[config.mk]
export PLATFORM = sky130hd
export DESIGN_NAME = ps2_note_allocator
export DESIGN_NICKNAME = d
export VERILOG_FILES = /design/src/rtl/ps2_note_allocator.sv
export SDC_FILE = /design/constraint.sdc
export NUM_CORES = 1
export LEC_CHECK = 0
export CAP_MARGIN = 40
export CELL_PAD_IN_SITES_DETAIL_PLACEMENT = 2
export CELL_PAD_IN_SITES_GLOBAL_PLACEMENT = 2
export CORE_UTILIZATION = 33
export CTS_CLUSTER_SIZE = 20
export DETAILED_ROUTE_END_ITERATION = 16
export HOLD_SLACK_MARGIN = 0.06
export PLACE_DENSITY = 0.9
export SETUP_SLACK_MARGIN = 0.1
export SYNTH_ARGS = -nofsm -noshare
export SYNTH_HDL_FRONTEND = slang
export SYNTH_SLANG_ARGS = --single-unit
[constraint.sdc]
create_clock -name CLOCK_50 -period 5.1 [get_ports CLOCK_50]
set_input_delay 0.51 -clock CLOCK_50 [delete_from_list [all_inputs] [get_ports CLOCK_50]]
set_output_delay 0.51 -clock CLOCK_50 [all_outputs]
set_load 0.01 [all_outputs]
[src/rtl/ps2_note_allocator.sv]
// PS/2 keyboard note allocator: decodes scan-code bytes into note key presses and
// releases, and assigns each held note to one of NUM_VOICES voices.
// Optional feature macro: PS2_OCTAVE_SHIFT_EN enables Z (1A) / X (22) octave shift keys.
module ps2_note_allocator #(
  parameter int unsigned NUM_VOICES     = 4,
  parameter int unsigned DEFAULT_OCTAVE = 4
) (
  input  logic                      CLOCK_50,
  input  logic                      reset,
  input  logic [7:0]                received_data,
  input  logic                      received_data_en,
  output logic [NUM_VOICES-1:0]     voice_active,
  output logic [4*NUM_VOICES-1:0]   voice_note,
  output logic [3*NUM_VOICES-1:0]   voice_octave,
  output logic                      note_on,
  output logic                      note_off,
  output logic [2:0]                event_voice,
  output logic                      overflow,
  output logic [2:0]                octave
);

  typedef enum logic [1:0] {StIdle, StBreak, StExt, StExtBreak} state_e;

  state_e     state;
  logic       code_valid;
  logic [3:0] code_note;
  logic       hit;
  logic [2:0] hit_idx;
  logic       free;
  logic [2:0] free_idx;

  // Translate the incoming byte into a note index (valid only for the twelve note keys)
  always_comb begin
    code_valid = 1'b1;
    code_note  = 4'd0;
    case (received_data)
      8'h1C:   code_note = 4'd0;
      8'h1D:   code_note = 4'd1;
      8'h1B:   code_note = 4'd2;
      8'h24:   code_note = 4'd3;
      8'h23:   code_note = 4'd4;
      8'h2B:   code_note = 4'd5;
      8'h2C:   code_note = 4'd6;
      8'h34:   code_note = 4'd7;
      8'h35:   code_note = 4'd8;
      8'h33:   code_note = 4'd9;
      8'h3C:   code_note = 4'd10;
      8'h3B:   code_note = 4'd11;
      default: code_valid = 1'b0;
    endcase
  end

  // Find the voice already holding this note and the lowest-index free voice
  always_comb begin
    hit      = 1'b0;
    hit_idx  = 3'd0;
    free     = 1'b0;
    free_idx = 3'd0;
    for (int i = 0; i < NUM_VOICES; i++) begin
      if (!hit && voice_active[i] && (voice_note[4*i +: 4] == code_note)) begin
        hit     = 1'b1;
        hit_idx = 3'(i);
      end
      if (!free && !voice_active[i]) begin
        free     = 1'b1;
        free_idx = 3'(i);
      end
    end
  end

  // Parser FSM plus voice table; every output is registered (latency of one cycle)
  always_ff @(posedge CLOCK_50 or negedge reset) begin
    if (!reset) begin
      state        <= StIdle;
      voice_active <= '0;
      voice_note   <= '0;
      voice_octave <= '0;
      note_on      <= 1'b0;
      note_off     <= 1'b0;
      overflow     <= 1'b0;
      event_voice  <= 3'd0;
      octave       <= 3'(DEFAULT_OCTAVE);
    end else begin
      note_on  <= 1'b0;
      note_off <= 1'b0;
      overflow <= 1'b0;
      if (received_data_en) begin
        case (state)
          StIdle: begin
            if (received_data == 8'hF0) begin
              state <= StBreak;
            end else if (received_data == 8'hE0) begin
              state <= StExt;
            end else
`ifdef PS2_OCTAVE_SHIFT_EN
            if (received_data == 8'h1A) begin
              if (octave != 3'd0) octave <= octave - 3'd1;
            end else if (received_data == 8'h22) begin
              if (octave != 3'd7) octave <= octave + 3'd1;
            end else
`endif
            if (code_valid && !hit) begin
              // Held notes are typematic repeats and are silently ignored
              if (free) begin
                for (int i = 0; i < NUM_VOICES; i++) begin
                  if (3'(i) == free_idx) begin
                    voice_active[i]         <= 1'b1;
                    voice_note[4*i +: 4]    <= code_note;
                    voice_octave[3*i +: 3]  <= octave;
                  end
                end
                note_on     <= 1'b1;
                event_voice <= free_idx;
              end else begin
                overflow <= 1'b1;
              end
            end
          end
          StBreak: begin
            if (received_data != 8'hF0) begin
              state <= StIdle;
              if (code_valid && hit) begin
                for (int i = 0; i < NUM_VOICES; i++) begin
                  if (3'(i) == hit_idx) voice_active[i] <= 1'b0;
                end
                note_off    <= 1'b1;
                event_voice <= hit_idx;
              end
            end
          end
          StExt: begin
            state <= (received_data == 8'hF0) ? StExtBreak : StIdle;
          end
          default: begin
            state <= StIdle;
          end
        endcase
      end
    end
  end

endmodule

# Word-level counts from Yosys, hierarchy flattened
# Cells that the tools add are included.
[classes]
n_eq_ne = 42
mux = 59
n_bitwise = 2
reduce_logical = 36
[op_table]
columns = ["cell", "n"]
rows = [
  ["equality test 8 x 6 -> 1 bit (second input constant)", 9],
  ["one-hot mux 4 bit (11 select lines)", 1],
  ["AND reduction 10 bit", 4],
  ["2-to-1 mux 1 bit", 35],
  ["2-to-1 mux 3 bit", 10],
  ["inequality test 2 bit (second input constant)", 14],
  ["AND reduction 7 bit", 4],
  ["equality test 8 x 5 -> 1 bit (second input constant)", 3],
  ["2-to-1 mux 4 bit", 6],
  ["equality test 4 bit", 4],
  ["equality test 8 bit (second input constant)", 2],
  ["equality test 2 x 3 -> 1 bit (first input constant)", 4],
  ["logical AND 1 bit", 12],
  ["OR reduction 12 bit", 1],
  ["zero test 1 bit", 9],
  ["2-to-1 mux 2 bit", 4],
  ["inequality test 8 bit (second input constant)", 1],
  ["one-hot mux 4 bit (2 select lines)", 1],
  ["AND reduction 8 bit", 1],
  ["equality test 1 x 3 -> 1 bit (first input constant)", 2],
  ["zero test 3 bit", 2],
  ["one-hot mux 2 bit (3 select lines)", 1],
  ["one-hot mux 3 bit (2 select lines)", 1],
  ["inequality test 3 bit (second input constant)", 1],
  ["6 further kinds", 7],
]
[totals]
reg_bits = 40
in_bits = 11
output_inout_bits = 41
elab_cells = 156

# Logic depth before layout (Yosys ltp)
[depth]
ltp_word = 24
depth_mapped = 10
depth_no_buf = 8

# Worst setup path before layout
# OpenSTA, ideal clock, no wires.
[synth_timing]
kind = "input -> register"
start = "input port received_data[1]"
end = "register event_voice[0]"
setup_time_ns = 0.125
t_arrival_ns = 2.668
t_required_ns = 4.975
path_slack_ns = 2.307
cell_stages = 9
n_path_buf = 1
cell_sequence = "or3b_1 > buf_2 > o22a_1 > o21a_4 > a2111oi_4 > nand2_2 > a41oi_2 > o21bai_4 > mux2_4"
[synth_via]
elab_chain_cells = 21
word_cells_on_any_way = 51
cone_classes = "eq/ne (24); mux (12); reduce/logical (15)"
[synth_rtl]
columns = ["item", "line_no", "text"]
rows = [
  ["from (decl)", "10", "input logic [7:0] received_data,"],
  ["equality test 8 x 6 -> 1 bit or equality test 8 x 5 -> 1 bit (tied branches)", "36", "case (received_data)"],
  ["one-hot mux 4 bit (11 select lines)", "36", ""],
  ["equality test 4 bit", "60", "if (!hit && voice_active[i] && (voice_note[4*i +: 4] == code_note)) begin"],
  ["logical AND 1 bit", "60", ""],
  ["2-to-1 mux 1 bit", "60", ""],
  ["zero test 1 bit", "60", ""],
  ["logical AND 1 bit (2 in a row)", "60", ""],
  ["2-to-1 mux 1 bit", "60", ""],
  ["[... 3 more ...]", "--", ""],
  ["2-to-1 mux 1 bit", "60", ""],
  ["zero test 1 bit", "60", ""],
  ["logical AND 1 bit (2 in a row)", "60", ""],
  ["2-to-1 mux 1 bit", "60", ""],
  ["zero test 1 bit", "102", "if (code_valid && !hit) begin"],
  ["logical AND 1 bit", "102", ""],
  ["inequality test 2 bit (no source line)", "--", ""],
  ["AND reduction 8 bit (no source line)", "--", ""],
  ["to (signal assigned)", "113", "event_voice <= free_idx;"],
  ["to (signal assigned)", "127", "event_voice <= hit_idx;"],
  ["to (decl)", "17", "output logic [2:0] event_voice,"],
]
# Several ways; a longest one is shown, not always the timed one. The select of a mux whose other input is x is not followed.
# A chain may end at the register's enable or synchronous reset.

# Final worst setup path
[layout_timing]
start = "input port received_data[5]"
end = "register voice_note[12]"
[layout_via]
elab_chain_cells = 20
word_cells_on_any_way = 40
cone_classes = "eq/ne (18); mux (6); bitwise (2); reduce/logical (14)"
[layout_rtl]
columns = ["item", "line_no", "text"]
rows = [
  ["equality test 8 x 6 -> 1 bit or equality test 8 x 5 -> 1 bit (tied branches)", "36", ""],
  ["one-hot mux 4 bit (11 select lines)", "36", ""],
  ["equality test 4 bit", "60", ""],
  ["logical AND 1 bit", "60", ""],
  ["2-to-1 mux 1 bit", "60", ""],
  ["zero test 1 bit", "60", ""],
  ["logical AND 1 bit (2 in a row)", "60", ""],
  ["2-to-1 mux 1 bit", "60", ""],
  ["zero test 1 bit", "60", ""],
  ["logical AND 1 bit (2 in a row)", "60", ""],
  ["2-to-1 mux 1 bit", "60", ""],
  ["zero test 1 bit", "60", ""],
  ["logical AND 1 bit (2 in a row)", "60", ""],
  ["2-to-1 mux 1 bit", "60", ""],
  ["zero test 1 bit", "102", ""],
  ["logical AND 1 bit", "102", ""],
  ["AND reduction 7 bit (no source line)", "--", ""],
  ["to (signal, indexed assignment)", "108", "voice_note[4*i +: 4] <= code_note;"],
  ["to (decl)", "13", "output logic [4*NUM_VOICES-1:0] voice_note,"],
]
# Several ways; a longest one is shown, not always the timed one.

==> results.py <==
metrics = {
    "worst_setup_path": {
        "crit_family": "simple AND/OR/NAND/NOR gates",
        "cp.required_ns": 5.26,
        "cp_max_fo": 13,
        "crit_path_cell_trace": "clkdlybuf4s50_1 -> or3b_1 -> or4_1 -> nand4_1 -> a2111oi_4 -> nand2_2 -> nand4_2 -> nor4_4 -> mux2_2",
        "category_of_the_worst_setup_path_capture_point": "flip-flop",
        "timing.critical_path.slowest_stage_cell": "or3b_1",
        "cp-start-kind": "primary input",
        "slowest_delay_ns": 0.58,
        "critPathKind": "in2reg",
        "critical_path_buf_inv_count": 1,
        "arrival_time_of_data_at_the_critical_path_endpoint_ns": 3.66,
    },
    "pwr": {
        "pwr_density_cell_mw_per_mm2": 166,
        "netSwitchingPower_uw": 109,
        "internal-power_uw": 292,
        "power.ir.vdd_worst_mv": 0.0856,
        "power_frac_clock": 0.310,
        "p_comb_frac": 0.150,
        "power.static_leakage_uw": 0.000952,
        "seq_power_share": 0.540,
        "swShare": 0.271,
    },
    "grt": {
        "number_of_antenna_violations_at_the_first_check_in_global_routing": 0,
        "number_of_global_route_vias_before_repair": 1807,
        "global_route_wire_length_before_repair_mm": 9.57,
        "grt_overflow_total": 0,
        "grt_usage": 0.193,
        "grt_start_max_net_pins": 28,
    },
    "die": {
        "die_width_um": 80.3,
        "initial_utilization": 0.342,
        "floorplan.die_area_mm2": 0.00645,
        "fp.dieH_um": 80.3,
        "boundaryPins": 52,
        "rows": 28,
        "coreArea_mm2": 0.00592,
    },
    "synthesis": {
        "syn_inst_count": 197,
        "post-synth-top-area-cell": "dfrtp_1",
        "synthTopCellsByCount": "27 x dfrtp_1, 16 x buf_4, 11 x mux2_1",
        "yosysWarningCount": 3,
        "ys.flop_type": "dfrtp_1",
        "synth_top_cell_area_share": 0.334,
        "synthMostInstantiatedCell": "dfrtp_1",
        "synth_top_cells_by_area": "dfrtp_1 33%, mux2_1 6.1%, buf_4 5.9%",
        "ys_seq_elements": 27,
        "async_reset_ff_frac": 1.00,
        "yosysSeqAreaShare": 0.334,
        "yosys.cell_types.count": 60,
        "postSynthAreaPerCell_um2": 10.3,
        "post_synth_instance_area_mm2": 0.00202,
        "count_of_flip_flops_with_a_built_in_enable_after_synthesis": 0,
    },
    "outcome": {
        "run_status": "finished clean",
    },
    "sta": {
        "unrepaired_setup_endpoints_after_global_routing": "false",
        "final_critical_path_setup_slack_ns": 1.60,
        "drv_slew": 0,
        "worstMarginPinSlew_ns": 0.620,
        "fin_skew_ns": 0.00499,
        "fin_tns_setup_ns": 0,
        "final-setup-viol-count": 0,
        "period_needed_ns": 3.50,
        "post-route-period-util": 0.687,
        "fmaxAchievable_mhz": 286,
        "timing.max_slew.rel_slack": 0.583,
        "finalHoldViolCount": 0,
    },
    "final_layout": {
        "layout.filler_cells": 648,
        "multiInputGateArea_mm2": 0.00123,
        "register_area_um2": 676,
        "postLayoutCoreUtil": 0.409,
        "area.growth.synth_to_final_pct": 19.6,
        "number_of_inserted_diodes": 0,
        "layout-drive-gt1-share": 0.145,
        "design.final.nets": 240,
    },
    "place": {
        "port_buffers": 35,
        "placer_congestion_estimate": 0.792,
        "detailedPlacementHpwl_mm": 4.46,
        "pre_cts_slack_ns": 1.31,
    },
    "routing": {
        "post_detailed_routing_wire_length_mm": 5.86,
        "avgViaCountPerCell": 5.65,
        "antenna_violating_nets_post_route": 0,
        "drt_first_iter_violations": 57,
        "detail_route.first_pass.iterations": 4,
        "drc_errors": 0,
        "vias": 1711,
        "routed_wire_length_per_instance_um": 19.3,
    },
    "job": {
        "drv.max_cap_violation_count": 0,
    },
    "clock_network": {
        "clkSinkCount": 27,
        "cts_buffers": 3,
        "worst_setup_hold_path_clk_slew_ns": 0.10,
        "postCtsSetupRepairBufs": 0,
        "post_cts_resized": 0,
        "cts_max_level": 1,
        "cts_hold_buf": 0,
        "ctsLongestPathBuffers": 2,
        "tritoncts_clock_tree": "done",
        "clock_insertion_delay_worst_skew_ns": 0.27,
        "cts-root-buf": "clkbuf_8",
    },
    "min_path": {
        "worstHoldPathType": "reg2reg",
    },
}
-- sequential cells by signal (all words and copies together), names as in the netlist --
| name | count |
|---|---|
| event_voice | 2 |
| note_off | 1 |
| note_on | 1 |
| overflow | 1 |
| state | 2 |
| voice_active | 4 |
| voice_note | 16 |
-- through the flow --
stage / power [uW] / instances / instance area [um^2] / hold WS [ns]
after detailed placement: 280 / 299 / 2370 / 0.497
after global placement: 278 / 299 / 2370 / 0.496
after floorplan: 265 / 212 / 2080 / 0.214
final: 401 / 303 / 2420 / 0.519
after global routing: 421 / 303 / 2420 / 0.536
after CTS: 407 / 303 / 2420 / 0.525
-- layout by cell type, fill, tap and decap left out, types with 3 or more instances in the layout --
master	instances
a21oi_1	5
a22oi_1	4
clkbuf_8	3
clkdlybuf4s50_1	35
conb_1	16
dfrtp_1	27
inv_1	5
mux2_1	11
mux2_2	6
nand2_1	10
nand2b_1	3
nand3_1	3
nand4_1	4
nand4_2	4
nor2_1	10
nor4_4	3
o21ai_0	7
o22ai_1	5
o31ai_1	3
or3_1	3
xnor2_1	7
-- logic make-up (layout without fill, tap and decap cells) --
kind of cell,after synthesis,in the layout,synth area share
and+or+nand+nor,66,66,0.235
DFF,27,27,0.334
AOI/OAI and AO/OA,48,48,0.203
other,1,16,0.00185
xor gates and xnor gates,7,7,0.0303
buffers and inverters,29,45,0.0866
muxes,19,19,0.109
-- power by group through the flow --
stage          registers (uW)  clock network [uW]  logic, uW
2_1_floorplan             220                   0       44.9
3_3_place_gp              221                   0       57.5
3_5_place_dp              220                   0       60.0
4_1_cts                   216                 131       60.3
5_1_grt                   216                 138       66.0
6_report                  216                 124       60.2
-- area by class of cell --
cell class                 count  area share
clock buffer                   4      0.0186
inverter                       5     0.00776
multi-input combinational    156       0.508
sequential                    27       0.279
tap                           75      0.0388
timing repair buffer          36       0.148
-- worst paths after layout --
kind	from	end	slack, ns	cells after the start
max in group asynchronous	reset	voice_note[15]	4.22	2
hold / removal	event_voice[0]	event_voice[0]	0.52	1
setup / recovery	received_data[5]	voice_note[12]	1.60	9
setup reg to reg	voice_note[10]	voice_note[12]	2.57	7
min in group asynchronous	reset	overflow	0.61	2
hold reg to reg	event_voice[0]	event_voice[0]	0.52	1
-- per-layer routing --
layer / vias to the layer above / routed length [um] / GRT usage
li1: 776 / - / -
met1: 891 / 2720 / 0.259
met2: 37 / 2910 / 0.334
met3: 7 / 174 / 0.0159
met4: 0 / 58 / 0.0429
met5: - / 0 / 0
No activity file was read; power rests on OpenSTA's default activity.
